[config.mk]
export PLATFORM = sky130hd
export DESIGN_NAME = node_tx_queue_flat
export DESIGN_NICKNAME = d
export VERILOG_FILES = /design/src/rtl/router_pkg.sv /design/src/rtl/node_tx_queue_if.sv /design/src/rtl/node_q_ram.sv /design/src/rtl/node_tx_queue.sv /design/src/flat_wrapper.sv
export SDC_FILE = /design/constraint.sdc
export NUM_CORES = 1
export LEC_CHECK = 0
export ABC_AREA = 1
export CAP_MARGIN = 40
export CORE_MARGIN = 5
export CORE_UTILIZATION = 45
export CTS_CLUSTER_DIAMETER = 50
export DETAILED_ROUTE_END_ITERATION = 7
export PLACE_DENSITY = 0.7
export SLEW_MARGIN = 20
export SYNTH_ARGS = -nofsm -noshare
export SYNTH_HDL_FRONTEND = slang
export SYNTH_SLANG_ARGS = --single-unit
[constraint.sdc]
create_clock -name Clk_R -period 2.25 [get_ports Clk_R]
set_clock_uncertainty 0.1 [all_clocks]
set_input_delay 0.3375 -clock Clk_R [delete_from_list [all_inputs] [get_ports Clk_R]]
set_output_delay 0.3375 -clock Clk_R [all_outputs]
set_load 0.01 [all_outputs]
[src/rtl/router_pkg.sv]
// Shared router-side definitions: packet widths, link type codes and the node TX queue FSM states.
package router_pkg;

    localparam int PKT_NODE_W    = 29;
    localparam int PKT_LINK_W    = 55;
    localparam int PKT_TO_NODE_W = 24;

    typedef enum logic [2:0] {
        LINK_ACK   = 3'b000,
        LINK_NACK  = 3'b011,
        LINK_TOKEN = 3'b111
    } link_type_t;

    typedef enum logic [1:0] {
        NQ_IDLE    = 2'd0,
        NQ_OFFER   = 2'd1,
        NQ_RELEASE = 2'd2
    } nq_state_t;

endpackage

[src/rtl/node_tx_queue_if.sv]
// Node-logic enqueue handshake and router-core load handshake of the node TX queue.
interface node_tx_queue_if #(
    parameter int PKT_W = 29
);
    logic             enq_valid;
    logic             enq_ready;
    logic [PKT_W-1:0] enq_packet;
    logic [PKT_W-1:0] Packet_From_Node;
    logic             Packet_From_Node_Valid;
    logic             Core_Load_Ack;

    modport master (
        input  enq_valid, enq_packet, Core_Load_Ack,
        output enq_ready, Packet_From_Node, Packet_From_Node_Valid
    );

    modport slave (
        output enq_valid, enq_packet, Core_Load_Ack,
        input  enq_ready, Packet_From_Node, Packet_From_Node_Valid
    );
endinterface

[src/rtl/node_q_ram.sv]
// DEPTH x PKT_W packet store: one synchronous write port, one asynchronous read port, no reset.
module node_q_ram #(
    parameter int DEPTH = 4,
    parameter int PKT_W = 29
) (
    input  logic                     clk,
    input  logic                     we,
    input  logic [$clog2(DEPTH)-1:0] waddr,
    input  logic [PKT_W-1:0]         wdata,
    input  logic [$clog2(DEPTH)-1:0] raddr,
    output logic [PKT_W-1:0]         rdata
);
    logic [PKT_W-1:0] mem [DEPTH];

    always_ff @(posedge clk) begin
        if (we) mem[waddr] <= wdata;
    end

    assign rdata = mem[raddr];
endmodule

[src/rtl/node_tx_queue.sv]
// Node-side outbound packet queue feeding the router core load port (offer / ack / release).
// Optional NODE_Q_TIMEOUT_EN adds a sticky stall_err after TIMEOUT unacknowledged OFFER cycles.
module node_tx_queue
    import router_pkg::*;
#(
    parameter int DEPTH   = 4,
    parameter int PKT_W   = PKT_NODE_W,
    parameter int TIMEOUT = 255
) (
    input  logic                       Clk_R,
    input  logic                       Rst_n,
    node_tx_queue_if.master            bus,
    output logic [$clog2(DEPTH+1)-1:0] count,
    output logic                       full,
    output logic                       empty,
    output logic                       stall_err
);
    localparam int AW = $clog2(DEPTH);
    localparam int CW = $clog2(DEPTH+1);
    localparam logic [CW-1:0] DEPTH_C = CW'(DEPTH);

    if ((DEPTH < 2) || (DEPTH > 16) || ((DEPTH & (DEPTH - 1)) != 0) ||
        (TIMEOUT < 1) || (TIMEOUT > 255)) begin : g_bad_param
        $error("node_tx_queue: DEPTH must be a power of two in 2..16, TIMEOUT in 1..255");
    end

    nq_state_t        state;
    logic [AW-1:0]    rd_ptr;
    logic [AW-1:0]    wr_ptr;
    logic [CW-1:0]    count_next;
    logic [PKT_W-1:0] head;
    logic             enq_fire;
    logic             pop;

    assign enq_fire = bus.enq_valid && bus.enq_ready;
    // Only an acknowledged OFFER pops; OFFER is entered only with count != 0.
    assign pop      = (state == NQ_OFFER) && bus.Core_Load_Ack;

    always_comb begin
        count_next = count;
        case ({enq_fire, pop})
            2'b10:   count_next = count + CW'(1);
            2'b01:   count_next = count - CW'(1);
            default: count_next = count;
        endcase
    end

    node_q_ram #(.DEPTH(DEPTH), .PKT_W(PKT_W)) u_ram (
        .clk   (Clk_R),
        .we    (enq_fire),
        .waddr (wr_ptr),
        .wdata (bus.enq_packet),
        .raddr (rd_ptr),
        .rdata (head)
    );

    always_ff @(posedge Clk_R or negedge Rst_n) begin
        if (!Rst_n) begin
            state                      <= NQ_IDLE;
            bus.Packet_From_Node_Valid <= 1'b0;
            rd_ptr                     <= '0;
            wr_ptr                     <= '0;
            count                      <= '0;
            full                       <= 1'b0;
            empty                      <= 1'b1;
            bus.enq_ready              <= 1'b1;
        end else begin
            if (enq_fire) wr_ptr <= wr_ptr + AW'(1);
            if (pop)      rd_ptr <= rd_ptr + AW'(1);
            count         <= count_next;
            full          <= (count_next == DEPTH_C);
            empty         <= (count_next == '0);
            bus.enq_ready <= (count_next != DEPTH_C);

            case (state)
                NQ_IDLE: begin
                    if (count != '0) begin
                        state                      <= NQ_OFFER;
                        bus.Packet_From_Node_Valid <= 1'b1;
                    end
                end
                NQ_OFFER: begin
                    if (bus.Core_Load_Ack) begin
                        state                      <= NQ_RELEASE;
                        bus.Packet_From_Node_Valid <= 1'b0;
                    end
                end
                NQ_RELEASE: begin
                    // A level ack held across cycles must fall before the next offer.
                    if (!bus.Core_Load_Ack) state <= NQ_IDLE;
                end
                default: begin
                    state                      <= NQ_IDLE;
                    bus.Packet_From_Node_Valid <= 1'b0;
                end
            endcase
        end
    end

    assign bus.Packet_From_Node = bus.Packet_From_Node_Valid ? head : '0;

`ifdef NODE_Q_TIMEOUT_EN
    localparam logic [7:0] TIMEOUT_C = 8'(TIMEOUT);
    logic [7:0] wait_cnt;

    // Counter restarts in IDLE so each OFFER episode is timed from its entry.
    always_ff @(posedge Clk_R or negedge Rst_n) begin
        if (!Rst_n) begin
            wait_cnt  <= '0;
            stall_err <= 1'b0;
        end else if (state == NQ_IDLE) begin
            wait_cnt <= '0;
        end else if ((state == NQ_OFFER) && !bus.Core_Load_Ack) begin
            if (wait_cnt != 8'hFF) wait_cnt <= wait_cnt + 8'd1;
            if ((wait_cnt + 8'd1) == TIMEOUT_C) stall_err <= 1'b1;
        end
    end
`else
    assign stall_err = 1'b0;
`endif

endmodule
[src/flat_wrapper.sv]
// flat-port wrapper written by rule: the top's interface ports become plain ports
module node_tx_queue_flat import router_pkg::*;
#(
    parameter int DEPTH   = 4,
    parameter int PKT_W   = PKT_NODE_W,
    parameter int TIMEOUT = 255
)
  (Clk_R, Rst_n, count, full, empty, stall_err, bus_enq_valid, bus_enq_packet, bus_Core_Load_Ack, bus_enq_ready, bus_Packet_From_Node, bus_Packet_From_Node_Valid);
  node_tx_queue_if #(.PKT_W(PKT_W)) bus_i ();
  input  logic Clk_R;
  input  logic Rst_n;
  output logic [$clog2(DEPTH+1)-1:0] count;
  output logic full;
  output logic empty;
  output logic stall_err;
  input wire logic [$bits(bus_i.enq_valid)-1:0] bus_enq_valid;
  input wire logic [$bits(bus_i.enq_packet)-1:0] bus_enq_packet;
  input wire logic [$bits(bus_i.Core_Load_Ack)-1:0] bus_Core_Load_Ack;
  output wire logic [$bits(bus_i.enq_ready)-1:0] bus_enq_ready;
  output wire logic [$bits(bus_i.Packet_From_Node)-1:0] bus_Packet_From_Node;
  output wire logic [$bits(bus_i.Packet_From_Node_Valid)-1:0] bus_Packet_From_Node_Valid;
  assign bus_i.enq_valid = bus_enq_valid;
  assign bus_i.enq_packet = bus_enq_packet;
  assign bus_i.Core_Load_Ack = bus_Core_Load_Ack;
  assign bus_enq_ready = bus_i.enq_ready;
  assign bus_Packet_From_Node = bus_i.Packet_From_Node;
  assign bus_Packet_From_Node_Valid = bus_i.Packet_From_Node_Valid;
  node_tx_queue #(.DEPTH(DEPTH), .PKT_W(PKT_W), .TIMEOUT(TIMEOUT)) u_core (.Clk_R(Clk_R), .Rst_n(Rst_n), .bus(bus_i), .count(count), .full(full), .empty(empty), .stall_err(stall_err));
endmodule
Word level (Yosys, flattened, before mapping). Memories as Yosys holds them, arrays and structs flattened. Cells that the tools add are included. W data, S select, Z words.

Register bits after elaboration: 13. Memory bits (writable): 116. Output and inout port bits: 37. Logic and storage cells: 41. Memories kept: 1.

Memory list: u_core.u_ram.mem (words 4, bits a word 29, rd ports 1, clocked after memory_dff 0, write ports 1, line node_q_ram.sv:13) `logic [PKT_W-1:0] mem [DEPTH];`.

$add $sub $neg: 4. Equal/unequal tests: 9. Muxes and demuxes: 11. Bitwise logic cells: 1. Reduce and logical (&&, ||, !) cells: 7.

Operators with widths (count): $mux W29 (1); $mux W2 (3); $pmux W2 S3 (1); $pmux W3 S2 (1); $reduce_and A3 Y1 (2); $add A2 B1 Y2 const B (2); $eq A2 B1 Y1 const B (2); $eq A2 B2 Y1 const B (2); $mux W1 (4); $ne A2 B2 Y1 const B (2); $add A3 B1 Y3 const B (1); $eq A3 B3 Y1 const B (1); $logic_not A3 Y1 (1); $ne A3 B3 Y1 const B (1); $pmux W1 S3 (1); $reduce_bool A3 Y1 (1); $sub A3 B1 Y3 const B (1); $logic_and A1 B1 Y1 (2); $logic_not A2 Y1 (1); $ne A2 B1 Y1 const B (1); $not A1 Y1 (1).

Depth between registers and ports, before layout.
Depth in word-level cells: 5. Depth in mapped cells: 12. Gate-level depth less buffers: 12.

Cells and area by module. From an unflattened synthesis, not the netlist that was laid out.

Cells, all modules: 587. Area total of the unflattened synthesis: 5754.3 um2.

Modules (own cells, without submodules): node_q_ram (times used 1, cells each 463, area an instance 4917.2 um2, seq. area each 3483.3 um2); node_tx_queue (times used 1, cells each 124, area an instance 837.1 um2, seq. area each 327.8 um2).

Least setup slack after synthesis. No wires, ideal clock.

Path kind: reg2reg. From: reg u_core.bus.enq_ready. To: mem u_core.u_ram.mem[0][0], enable pin. Library setup time: 0.415 ns. Arrival time: 1.960 ns. Setup slack: -0.225 ns. Stages on the path, launching flop included: 3. Path buffers: 0. Period minus slack after synthesis: 2.475 ns. Path through: dfstp_2 > nand2_1 > nor2_1.

Cells in the longest elaborated chain, start to end: 3.

Ends and longest elaborated chain: start: declaration (line node_tx_queue_if.sv:14) `output enq_ready, Packet_From_Node, Packet_From_Node_Valid`; start signal: assignment (line node_tx_queue.sv:73) `bus.enq_ready <= (count_next != DEPTH_C);`; $logic_and A1 B1 Y1 (line node_tx_queue.sv:35) `assign enq_fire = bus.enq_valid && bus.enq_ready;`; $mux W1 (line node_q_ram.sv:16) `if (we) mem[waddr] <= wdata;`; $mux W1 (not written as such) (line node_q_ram.sv:16); end: declaration (line node_q_ram.sv:13).

Every way passes these cells.

Worst setup path after layout.
From: reg u_core.rd_ptr[0]. To: out bus_Packet_From_Node[0].

Cells in the longest elaborated chain, start to end: 2.

Ends and longest elaborated chain: start: declaration (line node_tx_queue.sv:28) `logic [AW-1:0] rd_ptr;`; start signal: assignment (line node_tx_queue.sv:69) `if (pop) rd_ptr <= rd_ptr + AW'(1);`; $mem_v2 Z4 W29; $mux W29 (line node_tx_queue.sv:100) `assign bus.Packet_From_Node = bus.Packet_From_Node_Valid ? head : '0;`; end: declaration (line flat_wrapper.sv:20) `output wire logic [$bits(bus_i.Packet_From_Node)-1:0] bus_Packet_From_Node;`.

Every way passes these cells.

==> results.md <==
* Worst path cell trace: inv_6 -> buf_12 -> o21ai_0 -> a21oi_1 -> clkdlybuf4s50_1
* Failing checks: setup timing
* Cell family with most CP delay: buffers and inverters
* Die area at 13700 µm²
* Final setup viols at 4
* # diodes at 0
* Setup TNS at -0.577 ns
* Starting density of the core at 45.5%
* Htree depth at 4
* Clock root cell: clkbuf_16
* Via density at 5.05
* TritonCTS buffer count at 17
* Crit path DAT at 1.97 ns
* Outcome: finished, violations left
* Internal at 6.24 mW
* Max Slew Vio Count at 0
* Crit. End Element: output pin
* P_leak at 2.54 nW
* DIE HEIGHT at 117 µm
* Sw Share at 33.6%
* Worst R2R Setup Slack at 0.28 ns
* RR Startpoint: u_core.state[1]
* VDD IR max at 0.000759 V
* Hold slack at 0.222 ns
* Fraction of layout cells with a size suffix above 1 at 16.0%
* Logic pwr share at 37.0%
* Critical Path Source: u_core.rd_ptr[0]
* HP Class: input port to asynchronous set/reset pin
* Wirelength per Cell at 16.4 µm
* Number of unique standard cell types used by synthesis at 23
* FP Rows at 39
* PortBufs at 68
* CP Max Fanout at 28
* Adder-Cell Fraction of Synth Area at 1.60%
* Slowest cell on crit path: clkdlybuf4s50_1
* Initial antenna violation count at 0
* Die W at 117 µm
* Net Sw Power at 3.16 mW
* Number of fillers in the final layout at 903
* Seq/Total Area, Yosys at 74.0%
* Antenna Nets Post-Route at 0
* Global-route wire length before repair at 16800 µm
* R2R depth at 10
* Mapped Avg Cell Area at 12.3 µm²
* Number of cells on the critical path at 5
* Fmax at 415 MHz
* Slew HR at 58.8%
* Residual DRC at 0
* Syn nets at 459
* Total power consumption of the routed design at 9.40 mW
* Post-Route WL at 10800 µm
* Clk pwr share at 26.9%
* Design area at 6680 µm²
* Core ar. at 11300 µm²
* Iteration-0 DRC Markers at 226
* Clock slew seen by the registers of the worst setup and hold paths at 0.05 ns
* Setup CP Type: register to output pin
* Final Worst Setup Slack at -0.162 ns
* P&R area growth vs syn at 29.7%
* Clock Path Buffers at 2
* Tcrit/Tclk final at 107%
* Register share of total power at 36.1%
* Tightest Pin Transition at 0.616 ns
* Multiplexer share of the synthesized area at 0%
* Post-Syn Instances at 420
* Top layer reached by signal wires: met4
* XOR/XNOR Fraction of Synth Area at 0.510%
* Power Density at 1410 nW/µm²
* Met3 WL at 663 µm
* Ports at 70
* Post-Place Worst Slack at -0.128 ns
* Final net count at 546
* Unrepaired setup endpoints after global routing: yes
* Placed cell areas at 6080 µm²
* Met2 WL at 5520 µm
* All-Layer GR Usage at 16.4%
* Clk sinks at 129
* Pre-Repair DR Iteration Count at 4
* Worst Path Required at 1.81 ns
* Yosys reg bits at 129
* Crit path time final at 2.41 ns
* Vias in the first global route at 3499
* Simple-gate share of the synthesized area at 11.0%
* Synth warn at 0
* Final Hold Violating Endpoints at 0
* Max cap viols at 0
* Skew-Pair Late Insertion Delay at 0.40 ns
* Routed vias at 3343
* Grt ovf at 0
* HPWL after DPL at 6570 µm
* Combinational family with the most area after synthesis: simple AND/OR/NAND/NOR gates
* Largest net degree at the start of global routing at 33
* Critical Path Max Stage Delay at 0.55 ns
* Startpoint types: register
* Complex-gate fraction of the synthesized area at 8.85%
* Final GP Congestion at 0.783
* CTS tree: yes
* WL met1 at 4600 µm
* Synthesized area at 5150 µm²
* Buf+Inv Stages, Crit Path at 3
==> path summary, 6_finish.rpt <==
| check | to |
|---|---|
| setup / recovery | bus_Packet_From_Node[0] |
| hold / removal | u_core.state[0] |
| setup reg to reg | u_core.full |
| hold reg to reg | u_core.bus.Packet_From_Node_Valid |
| max in group asynchronous | u_core.rd_ptr[0] |
| min in group Clk_R | u_core.bus.Packet_From_Node_Valid |
==> per-layer routing <==
layer  global-route usage, %  vias to the layer above
met3                    5.09                        9
met4                    5.73                        0
met1                    20.3                     1616
li1                        -                     1627
met2                    27.4                       91
met5                       0                        -
==> worst register-to-register path, delay by kind of cell, from the launching register on <==
| kind | cells | cell delay, ns |
|---|---|---|
| adder cells (fa/ha/maj) | 2 | 0.64 |
| flip-flops | 1 | 0.37 |
| AND/OR/NAND/NOR | 3 | 0.29 |
| AO/OA/AOI/OAI | 2 | 0.26 |
| buffers and inverters | 3 | 0.22 |
==> cell usage after synthesis <==
cell type | instances | area [µm²]
clkbuf_1 | 7 | 26.3
nand3_1 | 6 | 30.0
inv_1 | 18 | 67.6
edfxtp_1 | 116 | 3480
fa_1 | 1 | 20.0
or2_2 | 1 | 6.26
conb_1 | 1 | 3.75
buf_4 | 3 | 22.5
a21oi_1 | 31 | 155
buf_1 | 2 | 7.51
xor2_1 | 3 | 26.3
nand4_1 | 1 | 6.26
nand2_1 | 14 | 52.6
o21ai_1 | 11 | 55.1
nor2_1 | 125 | 469
ha_1 | 5 | 62.6
o21ai_0 | 49 | 245
dfstp_2 | 2 | 52.6
clkbuf_2 | 1 | 5.00
inv_2 | 2 | 7.51
buf_6 | 3 | 33.8
buf_2 | 7 | 35.0
dfrtp_1 | 11 | 275
==> power groups by stage <==
stage	combinational [mW]	sequential, mW	clock (mW)
after CTS	3.36	3.39	2.57
after floorplan	1.94	3.41	0
after global routing	3.89	3.44	2.68
after detailed placement	3.46	3.42	0
final	3.47	3.39	2.53
after global placement	3.39	3.40	0
==> cells in the final DEF, fill, tap and decap left out <==
master           synthesis  routed
nor2_1                 125     119
edfxtp_1               116     116
o21ai_0                 49      45
clkdlybuf4s50_1          0      43
a21oi_1                 31      28
clkbuf_16                0      20
inv_1                   18      18
o21ai_1                 11      15
nand2_1                 14      14
buf_4                    3      14
clkbuf_2                 1      13
dfrtp_1                 11      10
buf_2                    7       7
nand3_1                  6       6
ha_1                     5       5
dlymetal6s2s_1           0       5
nor2_4                   0       4
buf_12                   0       4
a21oi_2                  0       3
xor2_1                   3       3
clkinv_1                 0       3
clkbuf_1                 7       3
inv_6                    0       2
nor2_2                   0       2
bufinv_16                0       2
clkinv_2                 0       2
clkinv_4                 0       2
buf_6                    3       2
dfstp_2                  2       2
nand4_1                  1       1
inv_4                    0       1
or2_2                    1       1
fa_1                     1       1
conb_1                   1       1
clkinvlp_4               0       1
dfrtp_2                  0       1
==> sequential cells by signal, indices dropped and copies added, names as in the netlist <==
name and cells:
u_core.rd_ptr 2, u_core.count 3, u_core.bus.enq_ready 1, u_core.u_ram.mem 116
u_core.full 1, u_core.bus.Packet_From_Node_Valid 1, u_core.wr_ptr 2, u_core.state 2
u_core.empty 1
==> final cells by class <==
type	instances	area (µm²)	share of cell area, %
clock buffers	20	437	6.54
repair buffers	91	876	13.1
clock inverters	11	115	1.72
inverters	20	82.6	1.24
multi-input cells	248	1180	17.6
flip-flops and latches	129	3810	57.1
well taps	143	179	2.68
==> kinds of logic (layout without fill, tap and decap cells) <==
group / Yosys count / after routing
AOI/OAI and AO/OA: 91 / 91
xor gates and xnor gates: 3 / 3
adders and majority gates: 6 / 6
buffers and inverters: 43 / 142
DFF: 129 / 129
other: 1 / 1
and+or+nand+nor: 147 / 147
==> stage by stage <==
step / cells / util, %
floorplan: 420 / -
global placement: 626 / 53.7
detailed placement: 626 / 53.7
CTS: 657 / 58.5
global route: 662 / 59.0
finish: 662 / 59.0
==> what timing repair did <==
item,in CTS,in global routing
setup buffers,0,2
hold buffers,0,0
endpoints found under the setup margin,29,25
pin swaps,0,9
gates resized for setup,21,65
cloned,0,3
Note: power is estimated with default switching activity, not from simulation.
